`config.mk`:
```
export PLATFORM = sky130hd
export DESIGN_NAME = muldiv_unit
export DESIGN_NICKNAME = d
export VERILOG_FILES = /design/src/rtl/muldiv_unit.sv
export SDC_FILE = /design/constraint.sdc
export NUM_CORES = 1
export LEC_CHECK = 0
export CORE_MARGIN = 1
export CORE_UTILIZATION = 50
export DETAILED_ROUTE_END_ITERATION = 12
export PLACE_DENSITY_LB_ADDON = 0.15
export SYNTH_ARGS = -nofsm -noshare
export SYNTH_HDL_FRONTEND = slang
export SYNTH_SLANG_ARGS = --single-unit
```
`constraint.sdc`:
```
create_clock -name clk -period 4.9 [get_ports clk]
set_input_delay 0.49 -clock clk [delete_from_list [all_inputs] [get_ports clk]]
set_output_delay 0.49 -clock clk [all_outputs]
set_load 0.05 [all_outputs]
```
`src/rtl/muldiv_unit.sv`:
```
// muldiv_unit: iterative MULT/MULTU/DIV/DIVU unit writing HI/LO, one result bit per cycle.
// Rev 1.0
`default_nettype none

module muldiv_unit #(
    parameter int WIDTH = 32
) (
    input  logic             clk,
    input  logic             reset_n,
    input  logic             start,
    input  logic [1:0]       op,
    input  logic [WIDTH-1:0] A,
    input  logic [WIDTH-1:0] B,
    input  logic             mthi,
    input  logic             mtlo,
    input  logic [WIDTH-1:0] wdata,
    output logic             busy,
    output logic             done,
    output logic             dbz,
    output logic [WIDTH-1:0] hi,
    output logic [WIDTH-1:0] lo
);

    localparam int CW = (WIDTH > 1) ? $clog2(WIDTH) : 1;

    typedef enum logic [1:0] {
        S_IDLE = 2'd0,
        S_RUN  = 2'd1,
        S_FIX  = 2'd2,
        S_DONE = 2'd3
    } state_t;

    state_t             state_q, state_d;
    logic [1:0]         op_q, op_d;
    logic [WIDTH-1:0]   a_q, a_d;
    logic [WIDTH-1:0]   b_q, b_d;
    logic [2*WIDTH-1:0] acc_q, acc_d;
    logic [CW-1:0]      cnt_q, cnt_d;
    logic               negq_q, negq_d;
    logic               negr_q, negr_d;
    logic               divz_q, divz_d;
    logic               dbz_q, dbz_d;
    logic [WIDTH-1:0]   hi_q, hi_d;
    logic [WIDTH-1:0]   lo_q, lo_d;

    logic               in_signed;
    logic [WIDTH-1:0]   a_abs, b_abs;
    logic [2*WIDTH-1:0] mul_addend, mul_next;
    logic [WIDTH+1:0]   div_trial;
    logic               div_borrow;
    logic [2*WIDTH-1:0] div_next;
    logic               q_signed;
    logic [2*WIDTH-1:0] prod_fix;
    logic [WIDTH-1:0]   quot_fix, rem_fix;

    assign in_signed = ~op[0];
    assign a_abs     = (in_signed && A[WIDTH-1]) ? (-A) : A;
    assign b_abs     = (in_signed && B[WIDTH-1]) ? (-B) : B;

    // Multiply consumes the multiplier MSB-first: acc = 2*acc + bit*multiplicand.
    assign mul_addend = a_q[WIDTH-1] ? {{WIDTH{1'b0}}, b_q} : '0;
    assign mul_next   = {acc_q[2*WIDTH-2:0], 1'b0} + mul_addend;

    // Divide: acc = {remainder, quotient}; the dividend shifts out of a_q MSB-first.
    assign div_trial  = {1'b0, acc_q[2*WIDTH-1:WIDTH], a_q[WIDTH-1]} - {2'b00, b_q};
    assign div_borrow = div_trial[WIDTH+1];
    assign div_next   = {div_borrow ? {acc_q[2*WIDTH-2:WIDTH], a_q[WIDTH-1]} : div_trial[WIDTH-1:0],
                         acc_q[WIDTH-2:0], ~div_borrow};

    assign q_signed = ~op_q[0];
    assign prod_fix = (q_signed && negq_q) ? (-acc_q) : acc_q;
    assign quot_fix = (q_signed && negq_q) ? (-acc_q[WIDTH-1:0]) : acc_q[WIDTH-1:0];
    assign rem_fix  = (q_signed && negr_q) ? (-acc_q[2*WIDTH-1:WIDTH]) : acc_q[2*WIDTH-1:WIDTH];

    always_comb begin
        state_d = state_q;
        op_d    = op_q;
        a_d     = a_q;
        b_d     = b_q;
        acc_d   = acc_q;
        cnt_d   = cnt_q;
        negq_d  = negq_q;
        negr_d  = negr_q;
        divz_d  = divz_q;
        dbz_d   = dbz_q;
        hi_d    = hi_q;
        lo_d    = lo_q;

        case (state_q)
            S_IDLE: begin
                if (start) begin
                    state_d = S_RUN;
                    op_d    = op;
                    a_d     = a_abs;
                    b_d     = b_abs;
                    acc_d   = '0;
                    cnt_d   = '0;
                    negq_d  = in_signed & (A[WIDTH-1] ^ B[WIDTH-1]);
                    negr_d  = in_signed & A[WIDTH-1];
                    divz_d  = op[1] & (B == '0);
                    dbz_d   = 1'b0;
                end else begin
                    if (mthi) hi_d = wdata;
                    if (mtlo) lo_d = wdata;
                end
            end
            S_RUN: begin
                acc_d = op_q[1] ? div_next : mul_next;
                a_d   = {a_q[WIDTH-2:0], 1'b0};
                cnt_d = cnt_q + CW'(1);
                if (cnt_q == CW'(WIDTH-1)) state_d = S_FIX;
            end
            S_FIX: begin
                if (op_q[1]) begin
                    // A zero divisor leaves rem = |A|, so sign restore already yields hi = A.
                    hi_d  = rem_fix;
                    lo_d  = divz_q ? '1 : quot_fix;
                    dbz_d = divz_q;
                end else begin
                    hi_d = prod_fix[2*WIDTH-1:WIDTH];
                    lo_d = prod_fix[WIDTH-1:0];
                end
                state_d = S_DONE;
            end
            default: begin
                state_d = S_IDLE;
            end
        endcase
    end

    always_ff @(posedge clk or negedge reset_n) begin
        if (!reset_n) begin
            state_q <= S_IDLE;
            op_q    <= '0;
            a_q     <= '0;
            b_q     <= '0;
            acc_q   <= '0;
            cnt_q   <= '0;
            negq_q  <= 1'b0;
            negr_q  <= 1'b0;
            divz_q  <= 1'b0;
            dbz_q   <= 1'b0;
            hi_q    <= '0;
            lo_q    <= '0;
        end else begin
            state_q <= state_d;
            op_q    <= op_d;
            a_q     <= a_d;
            b_q     <= b_d;
            acc_q   <= acc_d;
            cnt_q   <= cnt_d;
            negq_q  <= negq_d;
            negr_q  <= negr_d;
            divz_q  <= divz_d;
            dbz_q   <= dbz_d;
            hi_q    <= hi_d;
            lo_q    <= lo_d;
        end
    end

    assign busy = (state_q == S_RUN) || (state_q == S_FIX);
    assign done = (state_q == S_DONE);
    assign dbz  = dbz_q;
    assign hi   = hi_q;
    assign lo   = lo_q;

endmodule

`default_nettype wire
```
Yosys cells after proc, flatten, opt, wreduce, memory -nomap -nowiden
Index checks and enable logic that the tools add are counted.
- add/sub/neg operators: 8
- equal/unequal tests: 10
- bitwise operators: 7
- reductions and logical operators: 15
- muxes and demuxes: 29
- operator list (operator ; count):
    32-bit 2-to-1 mux ; 14
    64-bit 2-to-1 mux ; 3
    32-bit case mux with 2 select lines ; 3
    32-bit negator ; 4
    64-bit case mux with 2 select lines ; 1
    64-bit by 32-bit adder with 64-bit output ; 1
    64-bit negator ; 1
    33-bit by 32-bit subtractor with 34-bit output ; 1
    32-bit logical NOT ; 1
    2-bit inequality test, second input constant ; 6
    5-bit case mux with 2 select lines ; 1
    3-bit AND reduction ; 3
    2-bit case mux with 3 select lines ; 1
    2-bit AND reduction ; 3
    5-bit by 1-bit adder with 5-bit output, second input constant ; 1
    5-bit == test, second input constant ; 1
    5-bit 2-to-1 mux ; 1
    2-bit == test, second input constant ; 2
    1-bit logical AND ; 4
    2-bit 2-to-1 mux ; 2
    2-bit nonzero test ; 2
    1-bit bitwise AND ; 3
    1-bit inverter ; 3
    2-bit by 1-bit == test with 1-bit output, second input constant ; 1
    other kinds (5) ; 6
- register bits after elaboration: 205
- output and inout port bits: 67
- word-level logic and storage cells: 81
- input port bits: 103

Logic depth before layout (Yosys ltp)
Gate-level depths: netlist (run 1).
- depth in word-level cells: 6
- depth in mapped cells: 15
- gate-level depth less buffers: 13

Worst setup path after synthesis (run 1)
OpenSTA, ideal clock, no wires.
- path type: register to register
- start point: register a_q[31]
- end point: register acc_q[31]
- buffers on the path: 1
- data required time: 4766 ps
- setup slack: 1520 ps
- setup time: 134 ps
- stages on the path, launching flop included: 15
- period minus slack after synthesis: 3380 ps
- arrival time: 3247 ps
- cells stage by stage: dfrtp_1 inv_1 buf_1 nor2_1 ha_1 fa_1 a211oi_1 o21bai_1 a221oi_1 o21ai_0 a21oi_1 o211ai_1 o31ai_1 xor2_1 o21ai_0
- cells in the longest elaborated chain, start to end: 4
- ends and longest elaborated chain (element ; line ; RTL):
    from (decl) ; 35 ; logic [WIDTH-1:0] a_q, a_d;
    from (signal assigned) ; 135 ; a_q <= '0;
    from (signal assigned) ; 148 ; a_q <= a_d;
    32-bit 2-to-1 mux ; 61 ; assign mul_addend = a_q[WIDTH-1] ? {{WIDTH{1'b0}}, b_q} : '0;
    64-bit by 32-bit adder with 64-bit output ; 62 ; assign mul_next = {acc_q[2*WIDTH-2:0], 1'b0} + mul_addend;
    64-bit 2-to-1 mux ; 108 ; acc_d = op_q[1] ? div_next : mul_next;
    64-bit case mux with 2 select lines ; 89 ; case (state_q)
    to (signal assigned) ; 137 ; acc_q <= '0;
    to (signal assigned) ; 150 ; acc_q <= acc_d;
    to (decl) ; 37 ; logic [2*WIDTH-1:0] acc_q, acc_d;
No other way between the ends.
A chain may end at the register's enable or synchronous reset.

Final worst setup path (run 1)
Ends and elaborated chain as after synthesis.

==> results.md, run 1 <==
* Clock Tree Root: clkbuf_16
* Vias in the first global route at 15200
* Top cells by count, synth: nand2_1, o21ai_0, dfrtp_1, nor2_1, a21oi_1
* Slew Viols, Final at 0
* Synth Area in Compound Gates at 25.0%
* P&R area growth vs syn at 17.7%
* Max Cap Viol at 0
* Status: complete, but fails checks
* Fin area at 19400 sq um
* Register Area at 5130 sq um
* # IOs at 170
* Worst VDD drop at 0.370 mV
* Fin worst setup slack at 0.820 ns
* Leak Pwr at 8.25 nW
* Worst path depth at 13
* RSZ-0062 raised after global routing: no
* Post-synthesis instance area at 16500 sq um
* Drt wl/cell at 20.4 um
* TritonCTS clock tree: yes
* Failing checks: hold timing
* Worst relative slew slack at 26.1%
* Ant. Diodes at 0
* Synthesized flop and latch total at 205
* Hold_ws at -0.0275 ns
* Register area share after synthesis at 31.1%
* Most common cell in the netlist: nand2_1
* CP peak stage delay at 0.49 ns
* Mapped Nets at 2272
* Final Cycle Share at 83.3%
* Layout cells sized above 1 at 5.93%
* Iteration count of the initial detailed-routing pass at 5
* R2R depth at 13
* Final setup fails at 0
* Post-route DRC violation count at 0
* GP Congestion at 0.978
* Post-Syn Instances at 2092
* Critical Path Most Common Cell: o21ai_0
* Asr flop ratio synth at 100%
* DP HPWL at 41.2 mm
* Crit start category: flop
* Skew-Pair Late Insertion Delay at 0.55 ns
* Via density at 6.09
* Fillers at 3041
* Overall Global Routing Usage at 32.1%
* CTS Buf Count at 26
* Max Fclk at 0.245 GHz
* Final min period at 4.08 ns
* Final Power at 15.0 mW
* Max H-tree Level at 1
* Post-Syn Area per Cell at 7.89 sq um
* Post-synthesis xor/xnor area fraction at 9.66%
* # nets final at 2368
* Share of the synthesized area in the top cell type at 31.1%
* Worst Setup SP: a_q[31]
* Synth warnings at 0
* 1st-iter DRT viols at 1569
* Post-synthesis mux area share at 2.50%
* Port bufs at 169
* Critical-path top delay cell: a221oi_1
* Antenna viol nets, final at 0
* Crit-path max FO at 12
* Placed Area at 18500 sq um
* Req. time, crit path at 5.32 ns
* Initial antenna violation count at 1
* CTS resizes at 0
* Worst Tran Pin Value at 1.11 ns
* Num rows at 66
* Dominant synthesized flop cell: dfrtp_1
* Power density cells at 772 nW/um^2
* Setup TNS at 0 ns
* Cell variety after synth at 97
* Critical Path Sink: acc_q[31]
* Die width at 184 um
* Largest net degree at the start of global routing at 107
* GRT overflow at 0
* Clock Pin Slew Worst Setup and Hold Paths at 0.06 ns
* Clk_skew at 0.0137 ns
* Critical path class: flop to flop
* Core ar. at 32500 sq um
* Worst R2R End: acc_q[31]
* Starting Density at 50.7%
* Hold Crit Class: primary input to asynchronous set/reset pin
* Top cells by area, synth: dfrtp_1, o21ai_0, nand2_1
* Die area at 33700 sq um
* Die H at 184 um
* R2R Path Start: a_q[31]
* First-pass GRT wire length at 84.8 mm
* Hold Vio Cnt, Final at 6
* Cts hold-fix bufs at 0
* CTS max path bufs at 3
* Post-Synth Adder-Cell Area at 5.93%
* Dominant cell type by area after synthesis: dfrtp_1
* Flop2flop setup slack at 0.82 ns
* Crit-path cells: inv_1, nor2_1, ha_1, fa_1, a211oi_1, o21bai_1, a221oi_1, o21ai_0, a21oi_1, o211ai_1, o31ai_1, xor2_1, o21ai_0
* EDFF count, synth at 0
* Post-CTS Setup Inserts at 0
* CP endpoint kind: flop
* Routed wire length at 54.2 mm
* Clock sinks at 205
* Largest family of logic cells by synthesized area: compound AO/OA/AOI/OAI gates
* Kind of cell adding the most delay to the critical path: compound AO/OA/AOI/OAI gates
* Vias after detailed routing at 16100
* Arrival time worst endpoint at 4.50 ns
* WP buf/inv at 1
* Simple-gate area share of the yosys netlist at 21.0%
* Multi-input gate area at 10600 sq um
* Post-place setup slack at 0.874 ns
## cell usage in the layout (no fill, tap or decap), types with 9 or more instances in the layout
cell               n
buf_4             34
ha_1              73
nor2b_1           14
a21o_1            28
o211ai_1          20
a21oi_1          173
xnor2_1          100
o21bai_1          10
or4_1             11
xor2_1            82
mux2i_1           39
clkbuf_16         26
nand4_1           18
a31oi_1           19
o22ai_1           35
and3_1            11
o21ai_1           16
inv_1             64
clkdlybuf4s50_1  168
a22oi_1           21
nor2_1           193
o21ai_0          214
nor3_1            54
nor4_1            25
a211oi_1          14
nand2b_1          20
o31ai_1           23
dfrtp_1          204
nand3_1           29
or3_1             19
a22o_1            10
clkbuf_8           9
nand2_1          260
o41ai_1           11
## metrics by stage
| step | cells | util [%] |
|---|---|---|
| 2_1_floorplan | 2092 | - |
| 3_3_place_gp | 2602 | 56.9 |
| 3_5_place_dp | 2602 | 56.9 |
| 4_1_cts | 2650 | 59.7 |
| 5_1_grt | 2650 | 59.7 |
| 6_report | 2650 | 59.7 |
## flip-flops by register name, summed over array words and instances, names as in the netlist, 2 cells and up
name,count
b_q,32
state_q,2
acc_q,64
a_q,32
cnt_q,5
lo,32
op_q,2
hi,32
## layout make-up
| cell class | count | area share (%) |
|---|---|---|
| Inverter | 65 | 1.26 |
| Clock inverter | 12 | 0.792 |
| Tap cell | 442 | 2.85 |
| Multi-Input combinational cell | 1686 | 54.6 |
| Timing Repair Buffer | 204 | 10.1 |
| Clock buffer | 36 | 3.95 |
| Sequential cell | 205 | 26.4 |
## where the power goes
part           internal [mW]  switching, mW  total [mW]
combinational           3.41           6.22        9.63
clock                   1.25          0.792        2.04
sequential              2.43          0.889        3.32
total                   7.09           7.90        15.0
## cell families after synthesis
group / after synthesis
and+or+nand+nor: 716
xor gates and xnor gates: 182
adders and majority gates: 77
buffers and inverters: 201
AOI/OAI and AO/OA: 670
DFF: 205
muxes: 41
## worst min path at each step
stage                       start   endpoint  slack [ns]  cells after the start
after CTS                 reset_n  acc_q[11]        0.09                      1
after global routing      reset_n  acc_q[11]        0.13                      1
after global placement    b_q[13]    b_q[13]        0.46                      2
after detailed placement   hi[29]     hi[29]        0.46                      1
after floorplan           reset_n     a_q[0]        0.19                      0
final                     reset_n  acc_q[11]       -0.03                      1
## layer usage
metal,vias up,global-route usage [%],routed length [um]
li1,7719,-,-
met1,7657,42.4,23200
met2,667,52.1,24800
met4,0,11.3,1780
met5,-,0,0
met3,100,6.46,4360
Power figures use the tool's default switching activity.
==> run 2: changes to the inputs <==
Clock period 4.9 ns to 3.84 ns, I/O delays scaled along.
==> run 2 against run 1 <==
  * The flow now finishes without violations
  * Clock power is 27% higher
  * Sequential share of layout area is 0.65 points lower
  * Sequential power is 18% higher
  * Final cell count is 2.4% higher
  * Global-route usage is 2.0 points higher
  * Non-clock buffer count is 66 higher
  * Via count is 4.1% higher
  * Utilization is 1.5 points higher
  * Clock skew is 0.012 ns higher
  * Largest power group unchanged
==> results.md, run 2 (same netlist as run 1, synthesis figures left out) <==
* Status: completed
* Clock Pin Slew Worst Setup and Hold Paths at 0.06 ns
* Worst Tran Pin Value at 1.18 ns
* GRT overflow at 0
* Starting Density at 50.7%
* Worst VDD drop at 0.551 mV
* TritonCTS clock tree: yes
* Port bufs at 169
* Most frequent cells in the layout: nand2_1, o21ai_0, dfrtp_1
* Post-route DRC violation count at 0
* Max Fclk at 0.275 GHz
* Skew-Pair Late Insertion Delay at 0.55 ns
* Clk_skew at 0.0255 ns
* Sequential share of power at 19.8%
* Crit-path cells: inv_1, buf_4, nor2_1, fa_1, a211oi_1, o21bai_1, a221oi_2, o21ai_0, a21oi_1, o211ai_1, o31ai_1, xor2_1, o21ai_0
* Critical path class: flop to flop
* Largest net degree at the start of global routing at 72
* Met3 WL at 4.47 mm
* Die area at 33700 sq um
* Die width at 184 um
* DP HPWL at 44.4 mm
* Crit start category: flop
* Biggest register: acc_q
* Most common cell after layout, fill and taps aside: nand2_1
* First-pass GRT wire length at 89.8 mm
* RSZ-0062 raised after global routing: no
* DR WL met2 at 26.6 mm
* Final Cycle Share at 94.7%
* Drt wl/cell at 21.3 um
* Clk pwr share at 13.1%
* Antenna viol nets, final at 0
* Hold Crit Class: primary input to asynchronous set/reset pin
* Switch Pwr at 10.4 mW
* Clock sinks at 205
* Max Cap Viol at 0
* Top sig layer: met5
* Flop2flop setup slack at 0.20 ns
* P&R area growth vs syn at 20.7%
* Post-CTS Setup Inserts at 0
* DP Cell Count at 2667
* Cell-internal power at 9.38 mW
* Setup TNS at 0 ns
* Max reg flops at 64
* Clock Tree Root: clkbuf_16
* Vias in the first global route at 15600
* M1 WL at 24.7 mm
* CTS max path bufs at 3
* Multi-input gate area at 10600 sq um
* Iteration count of the initial detailed-routing pass at 5
* R2R depth at 13
* Fillers at 3050
* Register Area at 5130 sq um
* Sw Share at 52.5%
* Final setup fails at 0
* # IOs at 170
* Ant. Diodes at 0
* Initial antenna violation count at 1
* Slew Viols, Final at 0
* Power density cells at 991 nW/um^2
* Hold Vio Cnt, Final at 0
* Worst relative slew slack at 21.1%
* # nets final at 2434
* Core ar. at 32500 sq um
* Combinational Power Share at 67.1%
* Via density at 6.20
* CTS Buf Count at 26
* Die H at 184 um
* Max H-tree Level at 1
* Critical-path top delay cell: fa_1
* CP peak stage delay at 0.47 ns
* CP endpoint kind: flop
* Critical Path Most Common Cell: o21ai_0
* Arrival time worst endpoint at 4.04 ns
* Layout cells sized above 1 at 8.59%
* Worst R2R End: acc_q[31]
* Overall Global Routing Usage at 34.1%
* Routed wire length at 57.9 mm
* Num rows at 66
* R2R Path Start: a_q[31]
* Leak Pwr at 8.56 nW
* Req. time, crit path at 4.24 ns
* Final std cells w/o fill at 2713
* Vias after detailed routing at 16800
* Crit-path max FO at 13
* Final min period at 3.64 ns
* 1st-iter DRT viols at 1702
* GP Congestion at 0.959
==> run 2: changes by cell type in the layout (fill, tap and decap cells not counted), sizes merged <==
cell         before  now
buf              35  100
bufinv            3    4
clkbuf           37   36
clkinv            8    4
clkinvlp          0    2
dlygate4sd3       0    1
inv              66   65
==> run 2: per-layer routing <==
| metal | vias to the layer above | GRT usage (%) |
|---|---|---|
| met5 | - | 0 |
| met4 | 2 | 10.9 |
| met2 | 756 | 55.6 |
| met3 | 133 | 4.69 |
| li1 | 7850 | - |
| met1 | 8067 | 46.5 |
==> run 2: final cells by class <==
class                           count  share of cell area (%)
Clock buffer                       35                    3.64
Clock inverter                     10                   0.779
Inverter                           65                    1.22
Multi-Input combinational cell   1686                    53.4
Sequential cell                   205                    25.8
Tap cell                          442                    2.78
Timing Repair Buffer              270                    12.5
==> run 2: power groups by stage <==
stage | registers (mW) | logic, mW | clock network, mW
2_1_floorplan | 4.79 | 7.95 | 0
3_3_place_gp | 3.90 | 12.8 | 0
3_5_place_dp | 3.93 | 13.0 | 0
4_1_cts | 3.90 | 13.0 | 2.63
5_1_grt | 4.01 | 14.3 | 2.70
6_report | 3.91 | 13.2 | 2.59
==> run 2: how the worst max path moves through the flow <==
stage | from | to | slack (ns) | cells after the start
2_1_floorplan | a_q[31] | acc_q[31] | 0.46 | 14
3_3_place_gp | a_q[31] | acc_q[58] | 0.24 | 13
3_5_place_dp | a_q[31] | acc_q[57] | 0.17 | 14
4_1_cts | a_q[31] | acc_q[31] | 0.16 | 13
5_1_grt | a_q[31] | acc_q[31] | 0.02 | 13
6_report | a_q[31] | acc_q[31] | 0.20 | 13
==> run 2: critical path, delay by kind of cell (launching register included) <==
family          cells  cell delay (ns)
buf+inv             2             0.45
compound gates      8             1.90
flops               1             0.40
fa+ha+maj           1             0.47
simple gates        1             0.11
xor+xnor            1             0.18
==> run 2: timing repair <==
item	in CTS	in global routing
setup endpoints to repair	0	11
hold buffers	1	0
hold endpoints to repair	67	0
resized for setup	0	7
==> run 2: stage by stage <==
step	setup slack [ns]	area [sq um]	hold slack [ns]	util, %	power, mW
after floorplan	0.460	16500	0.0884	-	12.7
after global placement	0.243	19000	0.426	58.4	16.7
after detailed placement	0.173	19000	0.434	58.4	16.9
after CTS	0.163	19900	0.435	61.2	19.6
after global routing	0.0178	19900	0.464	61.2	21.0
final	0.202	19900	0.413	61.2	19.7
==> run 3: changes to the inputs <==
Settings changed: GPL_TIMING_DRIVEN set to 0.
==> run 3 against run 2 <==
  * Clock power up 3%
  * Hold slack better by 0.034 ns
  * Clock skew down 0.0054 ns
  * Via count up 2.3%
  * Highest routed layer is now met4
  * The run now ends with setup timing left
  * Die area unchanged
  * First-iteration DRC count down 7.4%
  * Sequential share of layout area about the same
  * Utilization down 0.089 points
==> results.md, run 3 (same netlist as run 1, synthesis figures left out) <==
* Setup TNS at -0.00164 ns
* Overall Global Routing Usage at 35.9%
* Hold Crit Class: primary input to asynchronous set/reset pin
* Failing checks: setup timing
* Clock Tree Root: clkbuf_16
* Drt wl/cell at 22.2 um
* Via density at 6.23
* Met2 Use GR at 57.8%
* Util after Layout at 61.1%
* Core ar. at 32500 sq um
* Hold Vio Cnt, Final at 0
* Ant. Diodes at 0
* Skew-Pair Late Insertion Delay at 0.56 ns
* P&R area growth vs syn at 20.5%
* Vias in the first global route at 16200
* Layout cells sized above 1 at 5.91%
* # IOs at 170
* Final Cycle Share at 100%
* Post-route DRC violation count at 0
* GR Util met3 at 6.77%
* GRT overflow at 0
* Cell-internal power at 9.17 mW
* Clock sinks at 205
* 1st-iter DRT viols at 1576
* Clk pwr share at 13.3%
* First-pass GRT wire length at 93.7 mm
* TritonCTS clock tree: yes
* Worst VDD drop at 0.496 mV
* Sequential share of power at 20.0%
* Crit start category: flop
* Die H at 184 um
* Worst Tran Pin Value at 1.05 ns
* Max H-tree Level at 1
* Switch Pwr at 10.9 mW
* CTS max path bufs at 3
* Post-place setup slack at -0.453 ns
* Routed wire length at 61.4 mm
* Port bufs at 169
* Slew Viols, Final at 0
* Largest net degree at the start of global routing at 107
* Hold_ws at 0.447 ns
* Vias after detailed routing at 17200
* Global routing usage on met1 at 47.0%
* CP endpoint kind: flop
* Arrival time worst endpoint at 4.32 ns
* Most common cell after layout, fill and taps aside: nand2_1
* GP Congestion at 0.983
* Die area at 33700 sq um
* Die width at 184 um
* Combinational Power Share at 66.6%
* Biggest register: acc_q
* Antenna viol nets, final at 0
* Fillers at 2960
* Most frequent cells in the layout: nand2_1, o21ai_0, dfrtp_1
* Initial antenna violation count at 1
* Max Fclk at 0.260 GHz
* Leak Pwr at 8.39 nW
* Max Cap Viol at 0
* Busiest grt layer: met2
* Num rows at 66
* Critical path class: flop to flop
* Final std cells w/o fill at 2762
* Clk_skew at 0.0201 ns
* Crit-path max FO at 5
* Worst relative slew slack at 29.1%
* Iteration count of the initial detailed-routing pass at 6
* Clock Pin Slew Worst Setup and Hold Paths at 0.06 ns
* Final setup fails at 1
* DP HPWL at 48.0 mm
* Max reg flops at 64
* Status: complete, but fails checks
* Starting Density at 50.7%
* CTS Buf Count at 26
* Req. time, crit path at 4.32 ns
* DP Cell Count at 2704
* # nets final at 2480
* Power density cells at 1010 nW/um^2
* Fin worst setup slack at -0.00164 ns
* Sw Share at 54.2%
* Final min period at 3.84 ns
==> run 3: changes by cell type in the layout (fill, tap and decap cells not counted), sizes merged <==
cell | before | now
buf | 100 | 50
clkinvlp | 2 | 3
inv | 65 | 66
clkinv | 4 | 7
clkbuf | 36 | 130
==> run 3: per-stage QoR <==
step	total power [mW]	area [sq um]
2_1_floorplan	12.7	16500
3_3_place_gp	16.8	18800
3_5_place_dp	16.9	18800
4_1_cts	19.7	19800
5_1_grt	21.2	19900
6_report	20.0	19900
==> run 3: layout make-up <==
| class | count | area (sq um) | area share (%) |
|---|---|---|---|
| clock buffer | 33 | 728 | 3.66 |
| timing repair buffer | 180 | 1810 | 9.12 |
| multi-input combinational | 1686 | 10700 | 53.6 |
| inverter | 65 | 244 | 1.23 |
| sequential | 205 | 5130 | 25.8 |
| clock inverter | 15 | 190 | 0.956 |
| tap | 442 | 553 | 2.78 |
| buffer | 136 | 574 | 2.89 |
==> run 3: path summary, 6_finish.rpt <==
path                         start   endpoint  slack (ns)  cells past startpoint
setup / recovery            b_q[4]  acc_q[43]      -0.002                     11
hold / removal             reset_n  acc_q[16]        0.45                      2
min in group clk             op[1]     divz_q        0.45                      3
setup reg to reg            b_q[4]  acc_q[43]      -0.002                     11
max in group asynchronous  reset_n    a_q[16]        2.36                      3
hold reg to reg              lo[8]      lo[8]        0.48                      2
==> run 3: metal layers <==
layer | vias up | part of all wire, %
li1 | 7960 | -
met1 | 8189 | 41
met2 | 876 | 45
met3 | 177 | 8.8
met4 | 0 | 4.8
met5 | - | 0
==> run 3: what timing repair did <==
item / in CTS / in global routing
gates resized for setup: 9 / 20
pin swaps: 2 / 4
setup endpoints to repair: 33 / 23
setup buffers: 6 / 3
hold endpoints to repair: 99 / 0
hold buffers: 1 / 0
==> run 3: worst max-delay path: stages (launching register included) <==
cell and delay [ns]:
dfrtp_1 0.40, inv_1 0.20, ha_1 0.31, a21o_1 0.22, a211o_1 0.26, o21ai_1 0.39
a211oi_2 0.23, o21ai_1 0.47, and2_1 0.36, nand2_1 0.16, a311oi_1 0.57, a221o_1 0.19
==> run 3: power by group through the flow <==
stage | sequential, mW | combinational [mW] | clock, mW
6_report | 4.01 | 13.3 | 2.67
5_1_grt | 4.10 | 14.4 | 2.75
4_1_cts | 3.99 | 13.0 | 2.67
3_5_place_dp | 4.02 | 12.9 | 0
3_3_place_gp | 3.99 | 12.8 | 0
2_1_floorplan | 4.79 | 7.95 | 0
